### src/rtl/lib_allocator_output_first_islip.sv
// NxM output-first iSLIP allocator. It runs one request-grant-accept iteration per enabled cycle.
// Round-robin pointers move only on accepts made in the first iteration.
module lib_allocator_output_first_islip #(
  parameter int N = 4,
  parameter int M = 4,
  parameter int ITERATIONS = 2,
  localparam int CW = $clog2(((N < M) ? N : M) + 1)
) (
  input  logic                 clk,
  input  logic                 reset_n,
  input  logic                 ce,
  input  logic                 i_start,
  input  logic [0:N-1][0:M-1]  i_request,
  output logic                 o_busy,
  output logic                 o_done,
  output logic [0:M-1][0:N-1]  o_grant,
  output logic [CW-1:0]        o_match_count
);

  localparam int NW = (N > 1) ? $clog2(N) : 1;
  localparam int MW = (M > 1) ? $clog2(M) : 1;
  localparam int IW = (ITERATIONS > 1) ? $clog2(ITERATIONS) : 1;

  typedef enum logic [1:0] {
    S_IDLE = 2'd0,
    S_ITER = 2'd1,
    S_DONE = 2'd2
  } state_t;

  state_t              r_state;
  state_t              w_state_nxt;
  logic [0:N-1][0:M-1] r_req;
  logic [0:M-1][0:N-1] r_match;
  logic [NW-1:0]       r_gptr [M];
  logic [MW-1:0]       r_aptr [N];
  logic [IW-1:0]       r_iter_cnt;

  logic [M-1:0]        w_out_free;
  logic [N-1:0]        w_in_free;
  logic [0:N-1]        w_gcand [M];
  logic [0:M-1]        w_acand [N];
  logic [0:M-1]        w_apick [N];
  logic [0:M-1][0:N-1] w_gnt;
  logic [0:M-1][0:N-1] w_acc;
  logic [0:M-1][0:N-1] w_match_nxt;
  logic                w_any_acc;
  logic                w_last_iter;
  logic                w_start_acc;
  logic                w_busy_d;
  logic                w_done_d;

  function automatic logic [0:N-1] f_pick_in(input logic [0:N-1] cand, input logic [NW-1:0] ptr);
    logic [0:N-1] res;
    logic         found;
    int           idx;
    res   = '0;
    found = 1'b0;
    for (int k = 0; k < N; k++) begin
      idx = (int'(ptr) + k) % N;
      if (!found && cand[idx]) begin
        res[idx] = 1'b1;
        found    = 1'b1;
      end
    end
    return res;
  endfunction

  function automatic logic [0:M-1] f_pick_out(input logic [0:M-1] cand, input logic [MW-1:0] ptr);
    logic [0:M-1] res;
    logic         found;
    int           idx;
    res   = '0;
    found = 1'b0;
    for (int k = 0; k < M; k++) begin
      idx = (int'(ptr) + k) % M;
      if (!found && cand[idx]) begin
        res[idx] = 1'b1;
        found    = 1'b1;
      end
    end
    return res;
  endfunction

  function automatic logic [CW-1:0] f_popcount(input logic [0:M-1][0:N-1] m);
    logic [CW-1:0] c;
    c = '0;
    for (int j = 0; j < M; j++) begin
      for (int i = 0; i < N; i++) begin
        c = c + CW'(m[j][i]);
      end
    end
    return c;
  endfunction

  always_comb begin
    w_out_free = '0;
    w_in_free  = '0;
    for (int j = 0; j < M; j++) begin
      w_out_free[j] = ~|r_match[j];
    end
    for (int i = 0; i < N; i++) begin
      w_in_free[i] = 1'b1;
      for (int j = 0; j < M; j++) begin
        if (r_match[j][i]) begin
          w_in_free[i] = 1'b0;
        end else begin
          w_in_free[i] = w_in_free[i];
        end
      end
    end
  end

  // Grant phase: each free output offers itself to one free requesting input.
  always_comb begin
    w_gnt = '0;
    for (int j = 0; j < M; j++) begin
      for (int i = 0; i < N; i++) begin
        w_gcand[j][i] = r_req[i][j] & w_in_free[i] & w_out_free[j];
      end
      w_gnt[j] = f_pick_in(w_gcand[j], r_gptr[j]);
    end
  end

  // Accept phase: each input takes one of its grants; the result is stored in grant orientation.
  always_comb begin
    w_acc = '0;
    for (int i = 0; i < N; i++) begin
      for (int j = 0; j < M; j++) begin
        w_acand[i][j] = w_gnt[j][i];
      end
      w_apick[i] = f_pick_out(w_acand[i], r_aptr[i]);
      for (int j = 0; j < M; j++) begin
        w_acc[j][i] = w_apick[i][j];
      end
    end
  end

  assign w_match_nxt = r_match | w_acc;
  assign w_any_acc   = |w_acc;
  assign w_last_iter = (r_iter_cnt == IW'(ITERATIONS - 1)) || !w_any_acc;
  assign o_grant     = r_match;

  always_ff @(posedge clk) begin
    if (!reset_n) begin
      r_state <= S_IDLE;
    end else if (ce) begin
      r_state <= w_state_nxt;
    end
  end

  always_comb begin
    w_state_nxt = r_state;
    case (r_state)
      S_IDLE:  w_state_nxt = i_start ? S_ITER : S_IDLE;
      S_ITER:  w_state_nxt = w_last_iter ? S_DONE : S_ITER;
      S_DONE:  w_state_nxt = S_IDLE;
      default: w_state_nxt = S_IDLE;
    endcase
  end

  always_comb begin
    w_start_acc = (r_state == S_IDLE) && i_start;
    w_busy_d    = (w_state_nxt != S_IDLE);
    w_done_d    = (w_state_nxt == S_DONE);
  end

  // Request capture, match accumulation and first-iteration pointer updates.
  always_ff @(posedge clk) begin
    if (!reset_n) begin
      r_req         <= '0;
      r_match       <= '0;
      r_iter_cnt    <= '0;
      o_match_count <= '0;
      o_busy        <= 1'b0;
      o_done        <= 1'b0;
      for (int j = 0; j < M; j++) r_gptr[j] <= '0;
      for (int i = 0; i < N; i++) r_aptr[i] <= '0;
    end else if (ce) begin
      o_busy <= w_busy_d;
      o_done <= w_done_d;
      if (w_start_acc) begin
        r_req         <= i_request;
        r_match       <= '0;
        r_iter_cnt    <= '0;
        o_match_count <= '0;
      end else if (r_state == S_ITER) begin
        r_match       <= w_match_nxt;
        o_match_count <= f_popcount(w_match_nxt);
        r_iter_cnt    <= r_iter_cnt + IW'(1);
        if (r_iter_cnt == '0) begin
          for (int j = 0; j < M; j++) begin
            for (int i = 0; i < N; i++) begin
              if (w_acc[j][i]) begin
                r_gptr[j] <= NW'((i + 1) % N);
                r_aptr[i] <= MW'((j + 1) % M);
              end
            end
          end
        end
      end
    end
  end

endmodule

### config.mk
export PLATFORM = sky130hd
export DESIGN_NAME = lib_allocator_output_first_islip
export DESIGN_NICKNAME = d
export VERILOG_FILES = /design/src/rtl/lib_allocator_output_first_islip.sv
export SDC_FILE = /design/constraint.sdc
export NUM_CORES = 1
export LEC_CHECK = 0
export ABC_AREA = 1
export CORE_UTILIZATION = 55
export DETAILED_ROUTE_END_ITERATION = 6
export GPL_TIMING_DRIVEN = 0
export PLACE_DENSITY = 0.85
export SLEW_MARGIN = 30
export SYNTH_ARGS = -nofsm -noshare
export SYNTH_HDL_FRONTEND = slang
export SYNTH_SLANG_ARGS = --single-unit
### constraint.sdc
create_clock -name clk -period 5.9 [get_ports clk]
set_clock_uncertainty 0.1 [all_clocks]
set_input_delay 1.77 -clock clk [delete_from_list [all_inputs] [get_ports clk]]
set_output_delay 1.77 -clock clk [all_outputs]
set_load 0.02 [all_outputs]
-- Yosys cells after proc, flatten, opt, wreduce, memory -nomap -nowiden
Memories as Yosys holds them, arrays and structs flattened.
Index checks and enable logic that the tools add are counted.
- reduce and logical (&&, ||, !) cells: 121
- equal/unequal tests: 2
- add/sub/neg operators: 40
- $lt $le $gt $ge: 64
- bitwise logic cells: 145
- mux-type cells: 386
- operators by type and width (operator ; count):
    greater-or-equal comparator 32 x 3 -> 1 bit, second input constant ; 32
    less-than comparator 32 x 1 -> 1 bit, second input constant ; 32
    NOT 32 bit ; 24
    NOT 2 -> 32 bit ; 8
    two-way mux 1 bit ; 252
    two-way mux 4 bit ; 32
    bitwise OR 4 bit ; 24
    two-way mux 2 bit ; 33
    binary-select mux 1 bit (select 2 bit) ; 32
    demux 1 bit (select 2 bit) ; 32
    logical AND 1 bit ; 57
    OR reduction 2 bit ; 24
    adder 3 x 1 -> 3 bit ; 13
    adder 2 bit, second input constant ; 16
    AND 1 bit ; 32
    two-way mux 16 bit ; 2
    bitwise OR 1 bit ; 32
    logical NOT 1 bit ; 29
    AND 1 bit, first input constant ; 24
    adder 2 x 1 -> 2 bit, second input constant ; 8
    bitwise OR 16 bit ; 1
    OR reduction 16 bit ; 1
    OR reduction 4 bit ; 4
    two-way mux 3 bit ; 2
    other kinds (10) ; 12
- memory bits (writable): 16
- memories: 2
- register bits after elaboration: 40
- memories (name ; words ; bits a word ; rd ports ; clocked after Yosys merged registers in ; wr ports ; RTL line ; RTL):
    r_aptr ; 4 ; 2 ; 4 ; 0 ; 4 ; 35 ; logic [MW-1:0] r_aptr [N];
    r_gptr ; 4 ; 2 ; 4 ; 0 ; 4 ; 34 ; logic [NW-1:0] r_gptr [M];

-- Logic depth before layout (Yosys ltp)
- depth in word-level cells: 50
- depth in mapped cells: 36
- mapped depth without buffers: 36

-- Worst setup path before layout
OpenSTA, ideal clock, no wires.
- path type: register to register
- start point: memory r_gptr[3][0] in the netlist's numbering
- end point: register o_match_count[1]
- period minus slack after synthesis: 5.768 ns
- required time: 5.729 ns
- path slack: 0.132 ns
- arrival time: 5.597 ns
- buffers on the path: 1
- cell stages (with the launch flop): 32
- cells stage by stage: edfxtp_1 -> buf_2 -> inv_2 -> ha_1 -> inv_1 -> nand2_1 -> nand2_1 -> nand2_2 -> nor2_2 -> nand2_1 -> nand3_1 -> nand3_1 -> nand2_4 -> inv_2 -> nand3_2 -> nand2_1 -> clkinv_1 -> nand3_2 -> or2_2 -> fa_1 -> inv_1 -> fa_1 -> inv_1 -> fa_1 -> inv_1 -> fa_1 -> inv_1 -> ha_1 -> inv_1 -> fa_1 -> or2_2 -> a21oi_1
- RTL lines (element ; RTL line ; RTL):
    from (decl) ; 34 ;
    to (signal assigned) ; 188 ; o_match_count <= f_popcount(w_match_nxt);
    to (decl) ; 17 ; output logic [CW-1:0] o_match_count

-- Final worst setup path
- start point: register r_match (netlist bit o_grant[4])
- end point: register o_match_count[1]
- longest elaborated chain between the ends: 48
- elaborated cells on any way between the ends: 257
- classes of those cells: add/sub: 15; mux: 156; bitwise: 36; reduce/logical: 50
- ends and longest elaborated chain (element ; RTL line ; RTL):
    from (decl) ; 33 ; logic [0:M-1][0:N-1] r_match;
    from (signal assigned) ; 187 ; r_match <= w_match_nxt;
    two-way mux 1 bit (2 in a row) ; 104 ; if (r_match[j][i]) begin
    AND 1 bit (2 in a row) ; 118 ; w_gcand[j][i] = r_req[i][j] & w_in_free[i] & w_out_free[j];
    binary-select mux 1 bit (select 2 bit) ; 60 ; if (!found && cand[idx]) begin
    two-way mux 1 bit (not written as such) (2 in a row) ; 60 ;
    two-way mux 1 bit ; 60 ;
    logical NOT 1 bit ; 60 ;
    logical AND 1 bit ; 60 ;
    two-way mux 1 bit ; 60 ;
    (+18 left out) ; n/a ;
    two-way mux 4 bit ; 76 ; if (!found && cand[idx]) begin
    bitwise OR 16 bit (*) ; 138 ; assign w_match_nxt = r_match | w_acc;
    adder 1 x 1 -> 2 bit ; 89 ; c = c + CW'(m[j][i]);
    adder 2 x 1 -> 3 bit ; 89 ;
    adder 3 x 1 -> 3 bit (12 in a row) ; 89 ;
    adder 3 x 1 -> 3 bit (*) ; 89 ;
    two-way mux 3 bit (*) ; 186 ; end else if (r_state == S_ITER) begin
    two-way mux 3 bit (*) ; 181 ; if (w_start_acc) begin
Every way passes the cells marked *; elsewhere a longest branch is shown, timed or not. The select of a mux whose other input is x is not followed.
A chain may end at the register's enable or synchronous reset.

==> impl_metrics.py <==
metrics = {
    "floorplan": {
        "row_count": 38,
        "die_x_um": 108,
        "dieArea_mm2": 0.0116,
        "start_util_pct": 56.5,
        "fp.dieH_um": 108,
        "coreArea_mm2": 0.0109,
        "design.portCount": 41,
    },
    "clocking": {
        "root_buffer": "clkbuf_8",
        "clkSinkCount": 56,
        "clkTransAtPathRegs_ps": 100,
        "ctsHoldBuffers": 0,
        "clk_latency_ps": 330,
        "numCtsBuffers": 5,
        "htree_levels": 2,
        "clockBufferDepth": 2,
        "tritoncts": "done",
    },
    "status": {
        "status": "complete, but fails checks",
        "failed_checks": "setup timing",
    },
    "final_layout": {
        "drive_gt1_share_pct": 27.6,
        "fillers": 804,
        "synthToLayoutAreaGrowth_pct": 30.1,
        "fin_nets": 1152,
        "design_area_mm2": 0.00801,
        "n_antenna_cell": 0,
        "fin_util_pct": 73.5,
    },
    "hold_path": {
        "timing.hold.worst_path_depth": 2,
        "hp-class": "reg -> reg",
        "hold_end": "o_match_count[2]",
        "hold_start": "o_match_count[2]",
    },
    "logic_synthesis": {
        "synth_area_leaders": "nand3_1, nand2_1, dfxtp_1",
        "synth_nets": 1061,
        "synth_edf_count": 10,
        "synth_top_area_share_pct": 15.3,
        "synth_seq_area_share_pct": 19.8,
        "synthArstFlopShare_pct": 0,
        "ys.warnings.count": 0,
        "synth_top_flop_cell": "dfxtp_1",
        "synth_cell_types": 38,
        "ys_ff_latch": 56,
        "synthCells": 975,
        "synth.avg_cell_area_um2": 6.31,
        "synth_area_mm2": 0.00615,
        "synth_top_area_cell": "nand3_1",
    },
    "timing": {
        "max_clock_freq_ghz": 0.166,
        "fin_crit_sh_pct": 102,
        "post-route-min-period_ps": 6040,
        "setup_viol": 2,
        "setup_tns_ps": -246,
        "hold_violations": 0,
        "setup_slack_ps": -136,
        "rsz0062_at_grt": "yes",
        "slew-limit-headroom_pct": 49.5,
        "fin_hold_ws_ps": 374,
        "maxSlewViolCount": 0,
        "worst_pin_slew_ps": 755,
    },
    "power_and_ir_drop": {
        "ir_drop_v": 0.000581,
        "p_sw_uw": 1280,
        "pwr-share-seq_pct": 18.7,
        "clock_power_share_pct": 10.6,
        "p_per_area_mw_per_mm2": 312,
        "combPwrFrac_pct": 70.7,
        "p_int_uw": 1220,
        "leakage_uw": 0.00378,
        "p_sw_share_pct": 51.2,
    },
    "setup_path": {
        "timing.critical_path.from": "o_grant[4]",
        "crit_required_ps": 6060,
        "cp_data_arrival_time_ps": 6200,
        "worstReg2RegEnd": "o_match_count[1]",
        "cp-start-kind": "flop",
        "r2r_setup_slack_ps": -140,
        "crit_type": "reg -> reg",
        "end_kind": "flop",
        "cpMaxStageDelayCell": "fa_1",
        "r2r-start": "o_grant[4]",
        "max_stage_delay_ps": 550,
        "path_max_fanout": 7,
        "rr_worst_depth": 33,
    },
    "placement": {
        "post-dp-hpwl_mm": 13.5,
        "gp_congestion": 0.962,
        "portBuffers": 40,
        "dpl_cell_area_mm2": 0.00673,
        "dp_slack_ps": -712,
    },
    "detailed_routing": {
        "wirelength_mm": 20.9,
        "final_antenna_net_count": 0,
        "drt_pass1_iterations": 6,
        "avgViaCountPerCell": 6.00,
        "initialDrtViolationCount": 745,
        "num_vias": 7244,
        "wl_per_cell_um": 17.3,
        "drc": 0,
    },
    "global_route": {
        "grt-ovfl-total": 0,
        "grt_pass1_vias": 6180,
        "antenna_found_initial": 0,
        "track_usage_pct": 31.5,
        "grt_first_pass_wirelength_mm": 29.1,
        "grt_max_degree": 18,
    },
    "flow_run": {
        "drv_cap": 0,
    },
}
layout make-up:
cell class                 instances  area, um^2  area share [%]
clock inverter                     3        42.5           0.531
clock buffer                       5        68.8           0.860
buffer                            12        53.8           0.672
sequential                        56        1270            15.9
tap                              140         175            2.19
timing repair buffer              85         754            9.42
multi-input combinational        773        5110            63.9
inverter                         133         524            6.55
worst max path at each step:
stage,end,slack [ps],depth (start not counted)
after floorplan,o_match_count[1],130,31
after global placement,o_match_count[1],-640,27
after detailed placement,o_match_count[1],-710,29
after CTS,o_match_count[2],20,34
after global routing,o_match_count[2],-430,35
final,o_match_count[1],-140,33
per-layer routing:
metal  track usage (%)  routed length (um)
met1              38.7                7700
met2              53.5                9790
met3              4.60                2080
met4              15.5                1280
met5                 0                   0
metrics by stage:
step	total power [uW]	instances
final	2500	1207
after detailed placement	1890	1155
after CTS	2250	1182
after floorplan	1530	975
after global routing	2700	1207
after global placement	1870	1155
power by group through the flow:
stage               combinational (uW)  clock (uW)  sequential, uW
finish                            1770         264             468
global route                      1960         275             470
CTS                               1530         257             464
detailed placement                1400           0             482
global placement                  1390           0             481
floorplan                         1050           0             486
worst max-delay path, delay by kind of cell, from the launching register on:
family	cells	cell delay, ps
AO/OA/AOI/OAI	1	130
flip-flops	1	390
adder cells (fa/ha/maj)	6	2670
AND/OR/NAND/NOR	19	2300
buffers and inverters	7	370
cell families (layout without fill, tap and decap cells):
group	Yosys count	after routing	share of synthesized area, %
adders and majority gates	66	66	14.6
DFF	56	56	19.8
buffers and inverters	146	238	9.07
xor gates and xnor gates	2	2	0.285
AOI/OAI and AO/OA	87	87	7.40
and+or+nand+nor	618	618	48.8
Yosys cell counts (10+ instances only):
| cell type | number |
|---|---|
| clkbuf_1 | 10 |
| fa_1 | 10 |
| nor2_2 | 15 |
| ha_1 | 56 |
| a21oi_1 | 47 |
| nand4_1 | 18 |
| o21ai_0 | 32 |
| nand2_1 | 246 |
| nand2_2 | 19 |
| dfxtp_1 | 46 |
| nand3_1 | 188 |
| edfxtp_1 | 10 |
| nand3_2 | 20 |
| inv_1 | 118 |
| nor2_1 | 73 |
registers in the layout, summed over array words and instances (netlist names):
register	count
o_done	1
r_aptr	8
r_gptr	8
o_busy	1
o_grant	16
o_match_count	3
r_state	2
r_iter_cnt	1
r_req	16
layout by cell type, fill, tap and decap left out, drive strengths merged, types with 34 or more instances in the layout:
cell type / synthesis / layout
o21ai: 34 / 34
buf: 3 / 47
nand2: 273 / 273
ha: 56 / 56
clkdlybuf4s50: 0 / 40
nand3: 208 / 208
inv: 126 / 126
nor2: 94 / 94
dfxtp: 46 / 46
a21oi: 47 / 47
repair_timing:
action                                  in CTS  in global routing
pin swaps                                   25                 63
hold endpoints to repair                     0                  0
gates resized for setup                    129                120
buffers inserted                            19                 26
endpoints found under the setup margin       3                  2
No activity file was read; power rests on OpenSTA's default activity.
